File: src/rtl/rate_pkg.sv
// rtl/rate_pkg.sv - shared types and defaults for the rate sequencer
// Contents: state_e (IDLE/RAMP_UP/RAMP_DN), level_t (3-bit level), LEVEL_MAX_DEFAULT.
package rate_pkg;

  localparam int LEVEL_MAX_DEFAULT = 5;

  typedef logic [2:0] level_t;

  typedef enum logic [1:0] {
    IDLE    = 2'd0,
    RAMP_UP = 2'd1,
    RAMP_DN = 2'd2
  } state_e;

endpackage

File: src/rtl/rate_divider.sv
// rtl/rate_divider.sv - programmable tick divider, period DIV_BASE << (LEVEL_MAX - level)
// Ports: clk, reset (sync, active-high), level (0 = stopped),
//        tick (one-cycle pulse per period), square (toggles on each tick, 0 when stopped).
module rate_divider
  import rate_pkg::*;
#(
  parameter int LEVEL_MAX = LEVEL_MAX_DEFAULT,
  parameter int DIV_BASE  = 1562500
) (
  input  logic       clk,
  input  logic       reset,
  input  logic [2:0] level,
  output logic       tick,
  output logic       square
);

  localparam int CW_RAW = $clog2(DIV_BASE << (LEVEL_MAX - 1));
  localparam int CW     = (CW_RAW < 1) ? 1 : CW_RAW;

  logic [CW-1:0] cnt_q, cnt_d;
  logic [CW-1:0] period_m1;
  logic [31:0]   period;
  logic [2:0]    lvl_q;
  logic          sq_q, sq_d;
  logic          lvl_chg;

  always_comb begin
    period    = 32'(DIV_BASE) << (LEVEL_MAX - int'(level));
    period_m1 = CW'(period - 32'd1);
    // A level change restarts the period; the stale count must not produce a tick.
    lvl_chg   = (level != lvl_q);
    tick      = (level != 3'd0) && !lvl_chg && (cnt_q == period_m1);
    cnt_d     = cnt_q + 1'b1;
    sq_d      = sq_q;
    if (level == 3'd0) begin
      cnt_d = '0;
      sq_d  = 1'b0;
    end else if (lvl_chg || tick) begin
      cnt_d = '0;
      sq_d  = sq_q ^ tick;
    end
  end

  always_ff @(posedge clk) begin
    if (reset) begin
      cnt_q <= '0;
      lvl_q <= 3'd0;
      sq_q  <= 1'b0;
    end else begin
      cnt_q <= cnt_d;
      lvl_q <= level;
      sq_q  <= sq_d;
    end
  end

  assign square = sq_q;

endmodule

File: src/rtl/rate_sequencer.sv
// rtl/rate_sequencer.sv - button-driven rate level target with dwell-timed ramp and tick divider
// Ports: CLK_50, reset (sync, active-high), up_req/dn_req (debounced button levels),
//        target_lvl, cur_lvl, slow_tick, slow_clk, busy, at_limit.
module rate_sequencer
  import rate_pkg::*;
#(
  parameter int LEVEL_MAX    = LEVEL_MAX_DEFAULT,
  parameter int DIV_BASE     = 1562500,
  parameter int DWELL_CYCLES = 12500000
) (
  input  logic       CLK_50,
  input  logic       reset,
  input  logic       up_req,
  input  logic       dn_req,
  output logic [2:0] target_lvl,
  output logic [2:0] cur_lvl,
  output logic       slow_tick,
  output logic       slow_clk,
  output logic       busy,
  output logic       at_limit
);

  localparam int DW_RAW = $clog2(DWELL_CYCLES);
  localparam int DW     = (DW_RAW < 1) ? 1 : DW_RAW;
  localparam logic [DW-1:0] DWELL_LAST = DW'(DWELL_CYCLES - 1);
  localparam level_t LMAX = level_t'(LEVEL_MAX);

  logic          up_hist_q, dn_hist_q;
  logic          up_det, dn_det;
  level_t        target_q, target_d;
  level_t        cur_q, cur_d;
  state_e        state_q, state_d;
  logic [DW-1:0] dwell_q, dwell_d;
  logic          busy_q, busy_d;
  logic          at_limit_q, at_limit_d;

  always_comb begin
    // Rising edge only, so a held button counts once.
    up_det   = up_req & ~up_hist_q;
    dn_det   = dn_req & ~dn_hist_q;

    target_d = target_q;
    if (up_det && !dn_det && (target_q < LMAX)) begin
      target_d = target_q + 3'd1;
    end else if (dn_det && !up_det && (target_q != 3'd0)) begin
      target_d = target_q - 3'd1;
    end

    state_d = state_q;
    cur_d   = cur_q;
    dwell_d = dwell_q;
    case (state_q)
      IDLE: begin
        if (target_q > cur_q) begin
          state_d = RAMP_UP;
          dwell_d = '0;
        end else if (target_q < cur_q) begin
          state_d = RAMP_DN;
          dwell_d = '0;
        end
      end
      RAMP_UP: begin
        if (cur_q == target_q) begin
          state_d = IDLE;
        end else if (target_q < cur_q) begin
          state_d = RAMP_DN;
          dwell_d = '0;
        end else if (dwell_q == DWELL_LAST) begin
          cur_d   = cur_q + 3'd1;
          dwell_d = '0;
        end else begin
          dwell_d = dwell_q + 1'b1;
        end
      end
      RAMP_DN: begin
        if (cur_q == target_q) begin
          state_d = IDLE;
        end else if (target_q > cur_q) begin
          state_d = RAMP_UP;
          dwell_d = '0;
        end else if (dwell_q == DWELL_LAST) begin
          cur_d   = cur_q - 3'd1;
          dwell_d = '0;
        end else begin
          dwell_d = dwell_q + 1'b1;
        end
      end
      default: begin
        state_d = IDLE;
        dwell_d = '0;
      end
    endcase

    // Derived from next-state values so the flops track state/target with no extra lag.
    busy_d     = (state_d != IDLE);
    at_limit_d = (target_d == 3'd0) || (target_d == LMAX);
  end

  always_ff @(posedge CLK_50) begin
    if (reset) begin
      up_hist_q  <= 1'b0;
      dn_hist_q  <= 1'b0;
      target_q   <= 3'd0;
      cur_q      <= 3'd0;
      state_q    <= IDLE;
      dwell_q    <= '0;
      busy_q     <= 1'b0;
      at_limit_q <= 1'b1;
    end else begin
      up_hist_q  <= up_req;
      dn_hist_q  <= dn_req;
      target_q   <= target_d;
      cur_q      <= cur_d;
      state_q    <= state_d;
      dwell_q    <= dwell_d;
      busy_q     <= busy_d;
      at_limit_q <= at_limit_d;
    end
  end

  assign target_lvl = target_q;
  assign cur_lvl    = cur_q;
  assign busy       = busy_q;
  assign at_limit   = at_limit_q;

  rate_divider #(
    .LEVEL_MAX (LEVEL_MAX),
    .DIV_BASE  (DIV_BASE)
  ) u_div (
    .clk    (CLK_50),
    .reset  (reset),
    .level  (cur_q),
    .tick   (slow_tick),
    .square (slow_clk)
  );

endmodule

File: config.mk
export PLATFORM = sky130hd
export DESIGN_NAME = rate_sequencer
export DESIGN_NICKNAME = d
export VERILOG_FILES = /design/src/rtl/rate_pkg.sv /design/src/rtl/rate_divider.sv /design/src/rtl/rate_sequencer.sv
export SDC_FILE = /design/constraint.sdc
export NUM_CORES = 1
export LEC_CHECK = 0
export CORE_MARGIN = 1.5
export CORE_UTILIZATION = 65
export DETAILED_ROUTE_END_ITERATION = 8
export HOLD_SLACK_MARGIN = 0.03
export PLACE_DENSITY = 0.84
export REMOVE_ABC_BUFFERS = 1
export SKIP_CTS_REPAIR_TIMING = 1
export SYNTH_ARGS = -nofsm -noshare
export SYNTH_HDL_FRONTEND = slang
export SYNTH_SLANG_ARGS = --single-unit
File: constraint.sdc
create_clock -name CLK_50 -period 8.4 [get_ports CLK_50]
set_input_delay 1.68 -clock CLK_50 [delete_from_list [all_inputs] [get_ports CLK_50]]
set_output_delay 1.68 -clock CLK_50 [all_outputs]
set_load 0.01 [all_outputs]
After elaboration in Yosys (flattened, before gate mapping)
Index checks and enable logic that the tools add are counted.
{"block": "totals", "reg_bits": 65, "in_bits": 4, "wordCells": 87}
{"block": "classes", "add_sub_neg": 8, "magnitude_cmp": 3, "n_eq_ne": 14, "n_shift": 1, "mux": 23, "bitwise": 5, "reduce_logical": 22}
{"operator": "$mux 24", "n": 7}
{"operator": "$pmux 24 s3", "n": 1}
{"operator": "$shl 21x32->25 const A", "n": 1}
{"operator": "$add 25x1->25 const B", "n": 1}
{"operator": "$eq 25x25->1", "n": 1}
{"operator": "$sub 25x1->25 const B", "n": 1}
{"operator": "$add 24x1->24 const B", "n": 1}
{"operator": "$eq 24x24->1 const B", "n": 1}
{"operator": "$mux 3", "n": 8}
{"operator": "$ne 2x2->1 const B", "n": 6}
{"operator": "$mux 2", "n": 5}
{"operator": "$reduce_and 7->1", "n": 1}
{"operator": "$add 3x1->3 const B", "n": 2}
{"operator": "$logic_and 1x1->1", "n": 6}
{"operator": "$logic_not 3->1", "n": 2}
{"operator": "$pmux 2 s3", "n": 1}
{"operator": "$pmux 3 s2", "n": 1}
{"operator": "$reduce_bool 3->1", "n": 2}
{"operator": "$sub 3x1->3 const B", "n": 2}
{"operator": "$reduce_bool 2->1", "n": 2}
{"operator": "$sub 3x3->4 const A", "n": 1}
{"operator": "$eq 3x3->1", "n": 1}
{"operator": "$eq 3x3->1 const B", "n": 1}
{"operator": "$gt 3x3->1", "n": 1}
{"operator": "other kinds (15)", "n": 20}

Logic depth before layout (Yosys ltp)
Gate-level depths: netlist of run 1.
{"block": "logic_depth", "depth_word": 9, "ltp_mapped": 17, "mapped_depth_nobuf": 12}

Hierarchy
Synthesis of run 1 repeated with hierarchy kept, for this count alone.
{"block": "unflattened", "hier_cells": 524, "area_unflattened_um2": 4443.0}
{"module": "rate_divider", "instances": 1, "cells_per_inst": 270, "area_each_um2": 2239.6, "seq_area_each_um2": 580.6}
{"module": "rate_sequencer", "instances": 1, "cells_per_inst": 254, "area_each_um2": 2203.4, "seq_area_each_um2": 720.7}

Worst setup path after synthesis of run 1
No wires, ideal clock.
{"block": "synth_timing", "path_type": "register -> output", "start": "reg cur_q[1] (netlist: cur_lvl[1])", "end": "out slow_tick", "t_arrival_ns": 3.485, "required_ns": 6.720, "setup_slack_ns": 3.235, "stages_incl_launch_ff": 16, "path_buffers": 4, "cell_sequence": "dfxtp_1 buf_4 inv_1 ha_1 buf_4 buf_2 nor2_4 nand3_1 ha_1 clkbuf_1 nor4b_2 o211a_1 a311oi_1 a2111oi_0 or2b_1 nor4bb_1"}
{"block": "synth_via", "elab_chain_len": 5, "word_cells_on_any_way": 9}
{"element": "start: declaration", "line_no": "rate_sequencer.sv:31", "text": "level_t cur_q, cur_d;"}
{"element": "start signal: assignment", "line_no": "rate_sequencer.sv:113", "text": "cur_q <= cur_d;"}
{"element": "$sub 3x3->4", "line_no": "rate_divider.sv:28", "text": "period = 32'(DIV_BASE) << (LEVEL_MAX - int'(level));"}
{"element": "$shl 21x32->25", "line_no": "rate_divider.sv:28"}
{"element": "$sub 25x1->25", "line_no": "rate_divider.sv:29", "text": "period_m1 = CW'(period - 32'd1);"}
{"element": "$eq 25x25->1", "line_no": "rate_divider.sv:32", "text": "tick = (level != 3'd0) && !lvl_chg && (cnt_q == period_m1);"}
{"element": "$logic_and 1x1->1 *", "line_no": "rate_divider.sv:32"}
{"element": "end: declaration", "line_no": "rate_sequencer.sv:17", "text": "output logic slow_tick,"}
Every way passes the cells marked *; elsewhere a longest branch is shown, timed or not.

Final worst setup path of run 1
Same ends and word-level chain as after synthesis.

==> results of run 1 <==
==> power by group <==
part	total [uW]	leakage (uW)	internal, uW	switching [uW]
clock network	276	0.000103	153	122
registers	338	0.000525	322	15.2
logic	233	0.000915	80.7	153
total	847	0.00154	556	290
==> cell type report <==
class,count,area [um^2],area share (%)
Multi-Input combinational cell,393,2610,58.9
Sequential cell,65,1300,29.4
Clock buffer,12,155,3.50
Timing Repair Buffer,15,145,3.28
Tap cell,75,93.8,2.12
Inverter,19,71.3,1.61
Clock inverter,4,51.3,1.16
==> tightest hold or removal path, cell delays in order, from the launching register on <==
cell,delay [ps]
dfxtp_1,320
o21ai_0,70
a21boi_1,60
==> flip-flops by register name, indices dropped and copies added, names as in the netlist <==
signal and cells:
u_div.cnt_q 25, dwell_q 24, cur_lvl 3, target_lvl 3, u_div.lvl_q 3, state_q 2, at_limit 1, busy 1
dn_hist_q 1, u_div.square 1, up_hist_q 1
==> worst min-delay path by stage <==
stage | cells after the start | slack (ps) | end | start
finish | 2 | 490 | u_div.square$_SDFFE_PP0P_ | u_div.square$_SDFFE_PP0P_
CTS | 1 | 490 | u_div.cnt_q[0]$_SDFF_PP0_ | u_div.cnt_q[0]$_SDFF_PP0_
global route | 1 | 510 | u_div.cnt_q[0]$_SDFF_PP0_ | u_div.cnt_q[0]$_SDFF_PP0_
detailed placement | 1 | 480 | u_div.cnt_q[0]$_SDFF_PP0_ | u_div.cnt_q[0]$_SDFF_PP0_
floorplan | 1 | 450 | u_div.cnt_q[0]$_SDFF_PP0_ | u_div.cnt_q[0]$_SDFF_PP0_
global placement | 1 | 460 | u_div.cnt_q[0]$_SDFF_PP0_ | u_div.cnt_q[0]$_SDFF_PP0_
==> Yosys cell counts, drive strengths merged (3+ instances only) <==
| master | count |
|---|---|
| and2 | 6 |
| and3 | 8 |
| o31a | 3 |
| o21a | 3 |
| a2111oi | 3 |
| nand2 | 30 |
| dfxtp | 65 |
| xnor2 | 28 |
| nor2 | 43 |
| nand3b | 4 |
| ha | 16 |
| inv | 19 |
| a31oi | 7 |
| o211ai | 4 |
| nor4b | 3 |
| nor3b | 5 |
| nand4 | 8 |
| nor3 | 40 |
| a21o | 3 |
| nor4 | 14 |
| clkbuf | 20 |
| a211oi | 3 |
| or3 | 5 |
| and3b | 5 |
| o211a | 3 |
| or2 | 5 |
| nor2b | 11 |
| buf | 12 |
| nand3 | 29 |
| nand2b | 3 |
| xor2 | 28 |
| o21ai | 24 |
| a21oi | 13 |
| a22oi | 5 |
==> per-layer routing <==
| layer | vias up | wire, um |
|---|---|---|
| li1 | 1809 | - |
| met1 | 1728 | 4470 |
| met2 | 107 | 4060 |
| met3 | 13 | 472 |
| met4 | 0 | 144 |
| met5 | - | 0 |
==> per-stage QoR <==
stage,cells,setup WS [ps]
2_1_floorplan,477,2770
3_3_place_gp,567,1900
3_5_place_dp,567,1600
4_1_cts,583,1220
5_1_grt,583,725
6_report,583,1150
==> cells in the final DEF (no fill, tap or decap), drive strengths merged, types with 6 or more instances in the layout <==
cell           instances
dfxtp                 65
nor2b                 11
nor3                  40
xnor2                 28
nand3                 29
ha                    16
a21oi                 13
and2                   6
xor2                  28
nand2                 30
nor4                  14
nand4                  8
clkbuf                12
clkdlybuf4s50         13
o21ai                 24
a31oi                  7
inv                   19
and3                   8
nor2                  43
==> cells by family after synthesis <==
logic type                 synth area share [%]
and+or+nand+nor                            31.1
adders and majority gates                  5.34
xor gates and xnor gates                   11.9
muxes                                     0.485
AOI/OAI and AO/OA                          14.3
DFF                                        31.5
buffers and inverters                      5.37
==> metrics.md, run 1 <==
| Metric | Value |
|---|---|
| Met2 Use GR | 43.8% |
| Avg Cell Area, Syn | between 8 and 9 um^2 |
| Seq/Total Area, Yosys | a little under a third |
| Final setup fails | 0 |
| Remaining routing DRC violations | 0 |
| Vias in the first global route | around 3300 |
| Worst r2r path cells | 12 |
| Seq cells post-synth | 65 |
| Unrepaired setup endpoints after global routing | no |
| Die width | 82.7 um |
| Pwr per Cell Area | roughly 190 nW/um^2 |
| YS warnings | 0 |
| GP Congestion | between 0.9 and 1 |
| CP bufs+invs | 2 |
| Outcome | completed |
| H-tree depth | 3 |
| Top cell type's share of synthesized area | a little under a third |
| Crit-path max cell delay | a little over 1000 ps |
| Final min period | 7250 ps |
| R2r endpoint | u_div.cnt_q[3]$_SDFF_PP0_ |
| Critical path data required time | 6720 ps |
| Max frequency | 0.138 GHz |
| Clk_lat worst skew | 350 ps |
| GRT busiest layer | met2 |
| Clock root cell | clkbuf_8 |
| Synth cell types | between 60 and 70 |
| Final Max Tran Viols | 0 |
| Crit path launch type | flip-flop |
| CP arrival | 5570 ps |
| Core area | between 6000 and 7000 um^2 |
| Final setup TNS | 0 ps |
| Global-route wire length before repair | 15100 um |
| M1 GR Usage | 40.8% |
| Critical Path End | slow_tick |
| Clock transition at the registers of the reported paths | ~80 ps |
| Stages on worst setup path | 12 |
| Worst vdd ir | 0.182 mV |
| Die Y | about 83 um |
| Hold_ws | 488 ps |
| Placed cell area | between 4000 and 5000 um^2 |
| Largest net degree at the start of global routing | 34 |
| Crit path launch | cur_lvl[1]$_SDFFE_PP0P_ |
| Fillers | between 400 and 500 |
| GRT Util Overall | 28.9% |
| Largest area contributor in the netlist | dfxtp_1 |
| Post-route cell area | around 4400 um^2 |
| Inserted Clock Buffers | 9 |
| Initial core utilization | between 60% and 70% |
| P_leak | about 0.0015 uW |
| Final Hold Viols | 0 |
| Grt ovf | 0 |
| Share of cells above drive strength 1 | 6.30% |
| Slew margin rel. | a little under a quarter |
| Post-DRT Antenna Nets | 0 |
| CTS tree | done |
| Clock sinks | 65 |
| CP max stage cell | ha_1 |
| Wire per inst | ~16 um |
| Vias/cell | ~6.3 |
| Kind of critical path | flip-flop to output pin |
| Total number of vias | roughly 3700 |
| FF-to-FF Start | cur_lvl[1]$_SDFFE_PP0P_ |
| Power Total | roughly 850 uW |
| Post-Syn Area | slightly above 4000 um^2 |
| CP dominant cell by count | ha_1 |
| Synth-to-Final Area Change | 7.31% |
| CTS Buffer Depth | 2 |
| Synth top area cells | dfxtp_1 32%, xnor2_1 5.9%, xor2_1 5.9% |
| CP delay by family, top | adder cells |
| Final HPWL DP | 6150 um |
| Initial antenna violation count | 0 |
| Period utilization | about 86% |
| Reg2Reg Setup Slack | around 3000 ps |
| Antenna Cells | 0 |
| CP Capture Type | output pin |
| Dominant synthesized flop cell | dfxtp_1 |
| Worst-path cell chain | inv_1, ha_1, nor2_4, nand3_1, ha_1, xor2_1, mux2i_1, a41oi_1, a2111oi_0, or2b_1, nor4bb_1, clkdlybuf4s50_1 |
| Max-cap violations | 0 |
| Post-Syn Instances | a little over 500 |
| IO Pins | 14 |
| Crit-path max FO | 30 |
| Least-Margin Pin Slew | 1140 ps |
| WL final | 9150 um |
| EDFF count, synth | 0 |
| Initial DRC count | between 200 and 300 |
| Final Util | approximately 73% |
| Drt first pass iters | 5 |
| Die area | 6840 um^2 |
| HP Class | flip-flop to flip-flop |
| Port Buf Inserts | 13 |
| Final #Nets | about 520 |
| Cell Rows | 28 |
| Grt met3 use | 4.40% |
| Worst Skew | 7.66 ps |
| FFs w/ async S/R, synth | 0% |
(Power assumes the default switching activity.)
==> run 2: changes to the inputs <==
--- a/config.mk
+++ b/config.mk
@@ -6,10 +6,10 @@
 export NUM_CORES = 1
 export LEC_CHECK = 0
 export CORE_MARGIN = 1.5
-export CORE_UTILIZATION = 65
+export CORE_UTILIZATION = 50
 export DETAILED_ROUTE_END_ITERATION = 8
 export HOLD_SLACK_MARGIN = 0.03
-export PLACE_DENSITY = 0.84
+export PLACE_DENSITY = 0.67
 export REMOVE_ABC_BUFFERS = 1
 export SKIP_CTS_REPAIR_TIMING = 1
 export SYNTH_ARGS = -nofsm -noshare
==> run 2 against run 1 <==
Largest cell class unchanged. Global-route usage is 5.6 points lower. Clock power is 16% higher. Non-clock buffer count is 1 higher. Critical endpoint unchanged. Critical path type unchanged. First-iteration DRC count is 4.9% lower. Die area is 29% higher. Critical path depth stayed put.
==> metrics.md, run 2 (synthesis gave the netlist of run 1 again) <==
| Metric | Value |
|---|---|
| Outcome | completed |
| Most common cell after layout, fill and taps aside | dfxtp_1 |
| Hold_ws | 486 ps (-1.93 ps) |
| CTS tree | done |
| Kind of critical path | flip-flop to output pin |
| Inserted Clock Buffers | 9 (unchanged) |
| CP dominant cell by count | ha_1 |
| Largest regs | u_div.cnt_q (25), dwell_q (24) |
| Clock sinks | 65 (unchanged) |
| Max-cap violations | 0 (unchanged) |
| Max frequency | 0.157 GHz (+14%) |
| Synth-to-Final Area Change | 9.10% |
| Port Buf Inserts | 13 (unchanged) |
| Crit-path max cell delay | 880 ps (-130 ps) |
| Period utilization | 76.0% (-10 points) |
| CP Capture Type | output pin |
| HP Class | flip-flop to flip-flop |
| Vias in the first global route | 3363 (+2.3%) |
| Vias/cell | 5.96 (-5.1%) |
| GRT Util Overall | 23.3% (-5.6 points) |
| Crit-path max FO | 29 (-3.3%) |
| Worst Skew | 16.4 ps (+8.78 ps) |
| Grt ovf | 0 (unchanged) |
| Die Y | 93.8 um (+14%) |
| H-tree depth | 3 (unchanged) |
| Clk_lat worst skew | 350 ps (about the same) |
| Stages on worst setup path | 12 (unchanged) |
| CTS Buffer Depth | 2 (unchanged) |
| Unrepaired setup endpoints after global routing | no |
| CP max stage cell | ha_1 |
| Final setup TNS | 0 ps (unchanged) |
| Worst-path cell chain | buf_4, ha_1, nor2_4, nand3_1, ha_1, xor2_1, mux2i_1, a41oi_1, a2111oi_0, or2b_1, nor4bb_1, clkdlybuf4s50_1 |
| GP Congestion | 0.886 (-7.4%) |
| Fillers | 723 (+51%) |
| Total number of vias | 3639 (-0.49%) |
| Worst Hold Depth | 1 (-1) |
| Final Util | 57.4% (-16 points) |
| Die width | 93.8 um (+14%) |
| Pwr per Cell Area | 197 nW/um^2 (+3.0%) |
| Final min period | 6380 ps (-863 ps) |
| Final #Nets | 525 (+0.19%) |
| Slew margin rel. | 19.1% (-4.9 points) |
| Post-DRT Antenna Nets | 0 (unchanged) |
| Global-route wire length before repair | 16400 um (+8.1%) |
| Wire per inst | 15.3 um (-2.4%) |
| Largest net degree at the start of global routing | 34 (unchanged) |
| Register with the most flip-flops | u_div.cnt_q |
| Initial DRC count | 272 (-4.9%) |
| Final HPWL DP | 6390 um (+3.9%) |
| Final setup fails | 0 (unchanged) |
| Antenna Cells | 0 (unchanged) |
| WL final | 9360 um (+2.3%) |
| Worst vdd ir | 0.111 mV (-39%) |
| Die area | 8810 um^2 (+29%) |
| Critical path data required time | 6720 ps (about the same) |
| Core area | 7850 um^2 (+30%) |
| P_leak | 0.00157 uW (+1.6%) |
| CP arrival | 4700 ps (-870 ps) |
| Initial antenna violation count | 0 (unchanged) |
| Cell Rows | 32 (+14%) |
| Most frequent cells in the layout | 65 x dfxtp_1, 41 x nor2_1, 40 x nor3_1 |
| Initial core utilization | 52.6% (-16 points) |
| Clock transition at the registers of the reported paths | 80 ps (about the same) |
| Share of cells above drive strength 1 | 6.68% (+0.38 points) |
| Drt first pass iters | 4 (-1) |
| Final Max Tran Viols | 0 (unchanged) |
| CP delay by family, top | adder cells |
| Crit path launch type | flip-flop |
| Number of flip-flops in the largest register | 25 (unchanged) |
| Clock root cell | clkbuf_8 |
| CP bufs+invs | 2 (unchanged) |
| Final Hold Viols | 0 (unchanged) |
| Remaining routing DRC violations | 0 (unchanged) |
| IO Pins | 14 (unchanged) |
| Least-Margin Pin Slew | 1210 ps (+72.7 ps) |
| Worst r2r path cells | 12 (unchanged) |
run 2: cell count changes in the layout (fill, tap and decap cells not counted):
cell        delta
bufinv_16      +1
buf_4          +1
clkbuf_1       -1
clkbuf_8       +1
clkinvlp_4     -1
run 2: final timing paths:
kind | startpoint | to | slack (ps)
worst min register to register | u_div.cnt_q[0]$_SDFF_PP0_ | u_div.cnt_q[0]$_SDFF_PP0_ | 490
worst max register to register | cur_lvl[1]$_SDFFE_PP0P_ | u_div.cnt_q[4]$_SDFF_PP0_ | 3790
worst max-delay path | cur_lvl[1]$_SDFFE_PP0P_ | slow_tick | 2020
worst min-delay path | u_div.cnt_q[0]$_SDFF_PP0_ | u_div.cnt_q[0]$_SDFF_PP0_ | 490
run 2: final cells by class:
type                            instances  area [um^2]  area share [%]
Inverter                               19         71.3            1.58
Tap cell                              102          128            2.83
Clock inverter                          4         73.8            1.64
Clock buffer                           12          165            3.67
Timing Repair Buffer                   16          153            3.39
Multi-Input combinational cell        393         2610            58.0
Sequential cell                        65         1300            28.9
run 2: worst reg2reg max path, cell delays in order, from the launching register on:
cell	delay, ps
dfxtp_1	330
buf_4	290
ha_1	880
nor2_4	80
nand3_1	130
ha_1	360
xor2_1	280
mux2i_1	240
a41oi_1	140
a2111oi_0	480
nand4_1	250
nor2_2	840
nor3_1	130
run 2: report_power, final:
group          internal [uW]  switching [uW]
combinational           80.4             148
sequential               322            15.1
clock                    192             129
total                    594             292
run 2: metrics by stage:
step | setup WS (ps) | power [uW] | std cells | instance area (um^2)
global placement | 2640 | 569 | 595 | 4260
global route | 1630 | 941 | 611 | 4500
CTS | 2080 | 889 | 611 | 4500
floorplan | 2770 | 496 | 477 | 3980
detailed placement | 2460 | 571 | 595 | 4260
finish | 2020 | 886 | 611 | 4500
run 2: layer usage:
metal  part of all wire (%)  routed length (um)  GRT usage (%)
met5                      0                   0              0
met4                   0.89                  83           6.47
met3                    4.3                 401           5.10
met2                     44                4140           35.4
met1                     51                4740           33.1
==> run 3: changes to the inputs <==
--- a/config.mk
+++ b/config.mk
@@ -9,7 +9,7 @@
 export CORE_UTILIZATION = 50
 export DETAILED_ROUTE_END_ITERATION = 8
 export HOLD_SLACK_MARGIN = 0.03
-export PLACE_DENSITY = 0.67
+export PLACE_DENSITY = 0.7
 export REMOVE_ABC_BUFFERS = 1
 export SKIP_CTS_REPAIR_TIMING = 1
 export SYNTH_ARGS = -nofsm -noshare
==> constraint.sdc (replaced) <==
create_clock -name CLK_50 -period 5.5 [get_ports CLK_50]
set_input_delay 1.1 -clock CLK_50 [delete_from_list [all_inputs] [get_ports CLK_50]]
set_output_delay 1.1 -clock CLK_50 [all_outputs]
set_load 0.01 [all_outputs]
==> run 3 against run 2 <==
Cell area grew 0.97%. Register-to-register slack worse by 2200 ps. Sequential share of layout area down 0.28 points. Sequential power increased by 53%. Die area unchanged. Hold slack improved by 11 ps. Combinational power rose by 53%. Highest routed layer unchanged. Non-clock buffer count rose by 4. Critical endpoint unchanged. Cell count is 0.65% higher. Critical path depth decreased by 1. Utilization grew 0.56 points. Worst setup slack got worse by 1600 ps. Largest cell class unchanged.
==> metrics.md, run 3 (synthesis gave the netlist of run 1 again) <==
| Metric | Value |
|---|---|
| Outcome | completed |
| Die Y | 93.8 um (unchanged) |
| CP delay by family, top | simple AND/OR/NAND/NOR gates |
| Final Hold Viols | 0 (unchanged) |
| Global-route wire length before repair | 16000 um (-2.3%) |
| Initial DRC count | 202 (-26%) |
| Max frequency | around 0.20 GHz |
| Kind of critical path | flip-flop to output pin |
| Area of the multi-input gates | 2610 um^2 (unchanged) |
| CP dominant cell by count | ha_1 |
| Pre-CTS setup slack | 802 ps (-1660 ps) |
| Crit-path max FO | 13 (-55%) |
| Stages on worst setup path | 11 (-1) |
| Final Max Tran Viols | 0 (unchanged) |
| Clock root cell | clkbuf_8 |
| Worst r2r path cells | 11 (-1) |
| Cell Rows | 32 (unchanged) |
| Share of cells above drive strength 1 | 7.41% (+0.73 points) |
| IO Pins | 14 (unchanged) |
| Register area | 1300 um^2 (unchanged) |
| Most frequent cells in the layout | 65 x dfxtp_1, 41 x nor2_1, 40 x nor3_1 |
| Max-cap violations | 0 (unchanged) |
| CTS tree | done |
| Final #Nets | 529 (+0.76%) |
| Largest net degree at the start of global routing | 34 (unchanged) |
| Post-route cell area | 4550 um^2 (+0.97%) |
| Wire per inst | 15.2 um (-0.57%) |
| Clock transition at the registers of the reported paths | 70 ps (about the same) |
| WL final | 9370 um (about the same) |
| CP arrival | 3990 ps (-710 ps) |
| Number of flip-flops in the largest register | 25 (unchanged) |
| Largest regs | u_div.cnt_q (25), dwell_q (24) |
| Unrepaired setup endpoints after global routing | no |
| Crit path launch type | flip-flop |
| Worst vdd ir | 0.193 mV (+74%) |
| Initial core utilization | 52.6% (unchanged) |
| Port Buf Inserts | 13 (unchanged) |
| Hold_ws | 497 ps (+11.2 ps) |
| R2r endpoint | u_div.cnt_q[2]$_SDFF_PP0_ |
| Grt ovf | 0 (unchanged) |
| Synth-to-Final Area Change | 10.2% |
| Worst-path cell chain | ha_1, nor2_4, nand3_1, ha_1, xor2_1, mux2i_1, a41oi_1, a2111oi_0, or2b_1, nor4bb_1, clkdlybuf4s50_1 |
| Least-Margin Pin Slew | 1170 ps (-45.7 ps) |
| Vias in the first global route | 3358 (-0.15%) |
| Setup ws final | 413 ps (-1600 ps) |
| Critical path data required time | 4400 ps (-2320 ps) |
| GRT Util Overall | 23.0% (-0.36 points) |
| P_leak | 0.00159 uW (+1.2%) |
| Reg2Reg Setup Slack | 1610 ps (-2180 ps) |
| CTS Buffer Depth | 2 (unchanged) |
| Antenna Cells | 0 (unchanged) |
| Crit-path max cell delay | 590 ps (-290 ps) |
| Die area | 8810 um^2 (unchanged) |
| Clk_lat worst skew | 360 ps (about the same) |
| Clock sinks | 65 (unchanged) |
| Post-DRT Antenna Nets | 0 (unchanged) |
| Slew margin rel. | 22.1% (+3.1 points) |
| CP max stage cell | dfxtp_1 |
| Pwr per Cell Area | 304 nW/um^2 (+55%) |
| Most common cell after layout, fill and taps aside | dfxtp_1 |
| CP bufs+invs | 1 (-1) |
| Final setup fails | 0 (unchanged) |
| Critical Path End | slow_tick |
| Vias/cell | 5.95 (about the same) |
| Drt first pass iters | 5 (+1) |
| Register with the most flip-flops | u_div.cnt_q |
| Inserted Clock Buffers | 9 (unchanged) |
| Crit path launch | cur_lvl[2]$_SDFFE_PP0P_ |
| Total number of vias | 3662 (+0.63%) |
| Final setup TNS | 0 ps (unchanged) |
| Remaining routing DRC violations | 0 (unchanged) |
| HP Class | flip-flop to flip-flop |
| FF-to-FF Start | cur_lvl[2]$_SDFFE_PP0P_ |
| Fillers | 718 (-0.69%) |
| H-tree depth | 3 (unchanged) |
| GP Congestion | 0.899 (+1.5%) |
| Worst Skew | 13.0 ps (-3.40 ps) |
| Final min period | between 5000 and 6000 ps |
| Initial antenna violation count | 0 (unchanged) |
| CP Capture Type | output pin |
| Final HPWL DP | 6270 um (-1.9%) |
| Die width | 93.8 um (unchanged) |
| Period utilization | about 92% |
| Core area | 7850 um^2 (unchanged) |
| Placed cell area | 4290 um^2 (+0.70%) |
-- run 3: cell types whose count changed in the layout (fill, tap and decap cells not counted) --
| cell | previous run | this run |
|---|---|---|
| clkinvlp_4 | 0 | 1 |
| clkbuf_8 | 12 | 10 |
| clkinv_4 | 1 | 2 |
| clkinv_2 | 1 | 0 |
| buf_4 | 3 | 7 |
| bufinv_16 | 2 | 3 |
-- run 3: worst min path at each step --
stage                              start                   endpoint  slack [ps]  cells past startpoint
5_1_grt        u_div.square$_SDFFE_PP0P_  u_div.square$_SDFFE_PP0P_         520                      2
3_5_place_dp   u_div.cnt_q[0]$_SDFF_PP0_  u_div.cnt_q[0]$_SDFF_PP0_         480                      1
3_3_place_gp   u_div.cnt_q[0]$_SDFF_PP0_  u_div.cnt_q[0]$_SDFF_PP0_         480                      1
2_1_floorplan  u_div.cnt_q[0]$_SDFF_PP0_  u_div.cnt_q[0]$_SDFF_PP0_         450                      1
6_report       u_div.cnt_q[0]$_SDFF_PP0_  u_div.cnt_q[0]$_SDFF_PP0_         500                      1
4_1_cts        u_div.cnt_q[0]$_SDFF_PP0_  u_div.cnt_q[0]$_SDFF_PP0_         490                      1
-- run 3: final cells by class --
cell class / instances / share of cell area (%)
clock buffers: 10 / 3.03
clock inverters: 6 / 2.53
inverters: 19 / 1.57
multi-input cells: 393 / 57.4
flip-flops and latches: 65 / 28.6
well taps: 102 / 2.81
repair buffers: 20 / 4.02
-- run 3: worst reg2reg max path, stage by stage, from the launching register on --
cell,delay [ps]
dfxtp_1,590
ha_1,360
nor2_4,180
nand3_1,100
ha_1,310
xor2_1,260
mux2i_1,220
a41oi_1,130
a2111oi_0,410
nand4_1,240
nor2_2,820
nor3_1,130
-- run 3: power by group --
group          switching (uW)  internal, uW  total [uW]
Sequential               23.8           492         516
Clock                     202           315         517
Combinational             228           123         350
Total                     454           930        1380
-- run 3: metal layers --
layer  vias up  track usage [%]  routed length, um
li1       1824                -                  -
met1      1723             32.0               4570
met2       105             35.0               4220
met3        10             3.80                470
met4         0             9.33                114
met5         -                0                  0
-- run 3: per-stage QoR --
stage          power (uW)  instances  util (%)
2_1_floorplan         757        477         -
5_1_grt              1460        615      57.9
3_3_place_gp          867        599      54.7
3_5_place_dp          875        599      54.7
6_report             1380        615      57.9
4_1_cts              1390        615      57.9
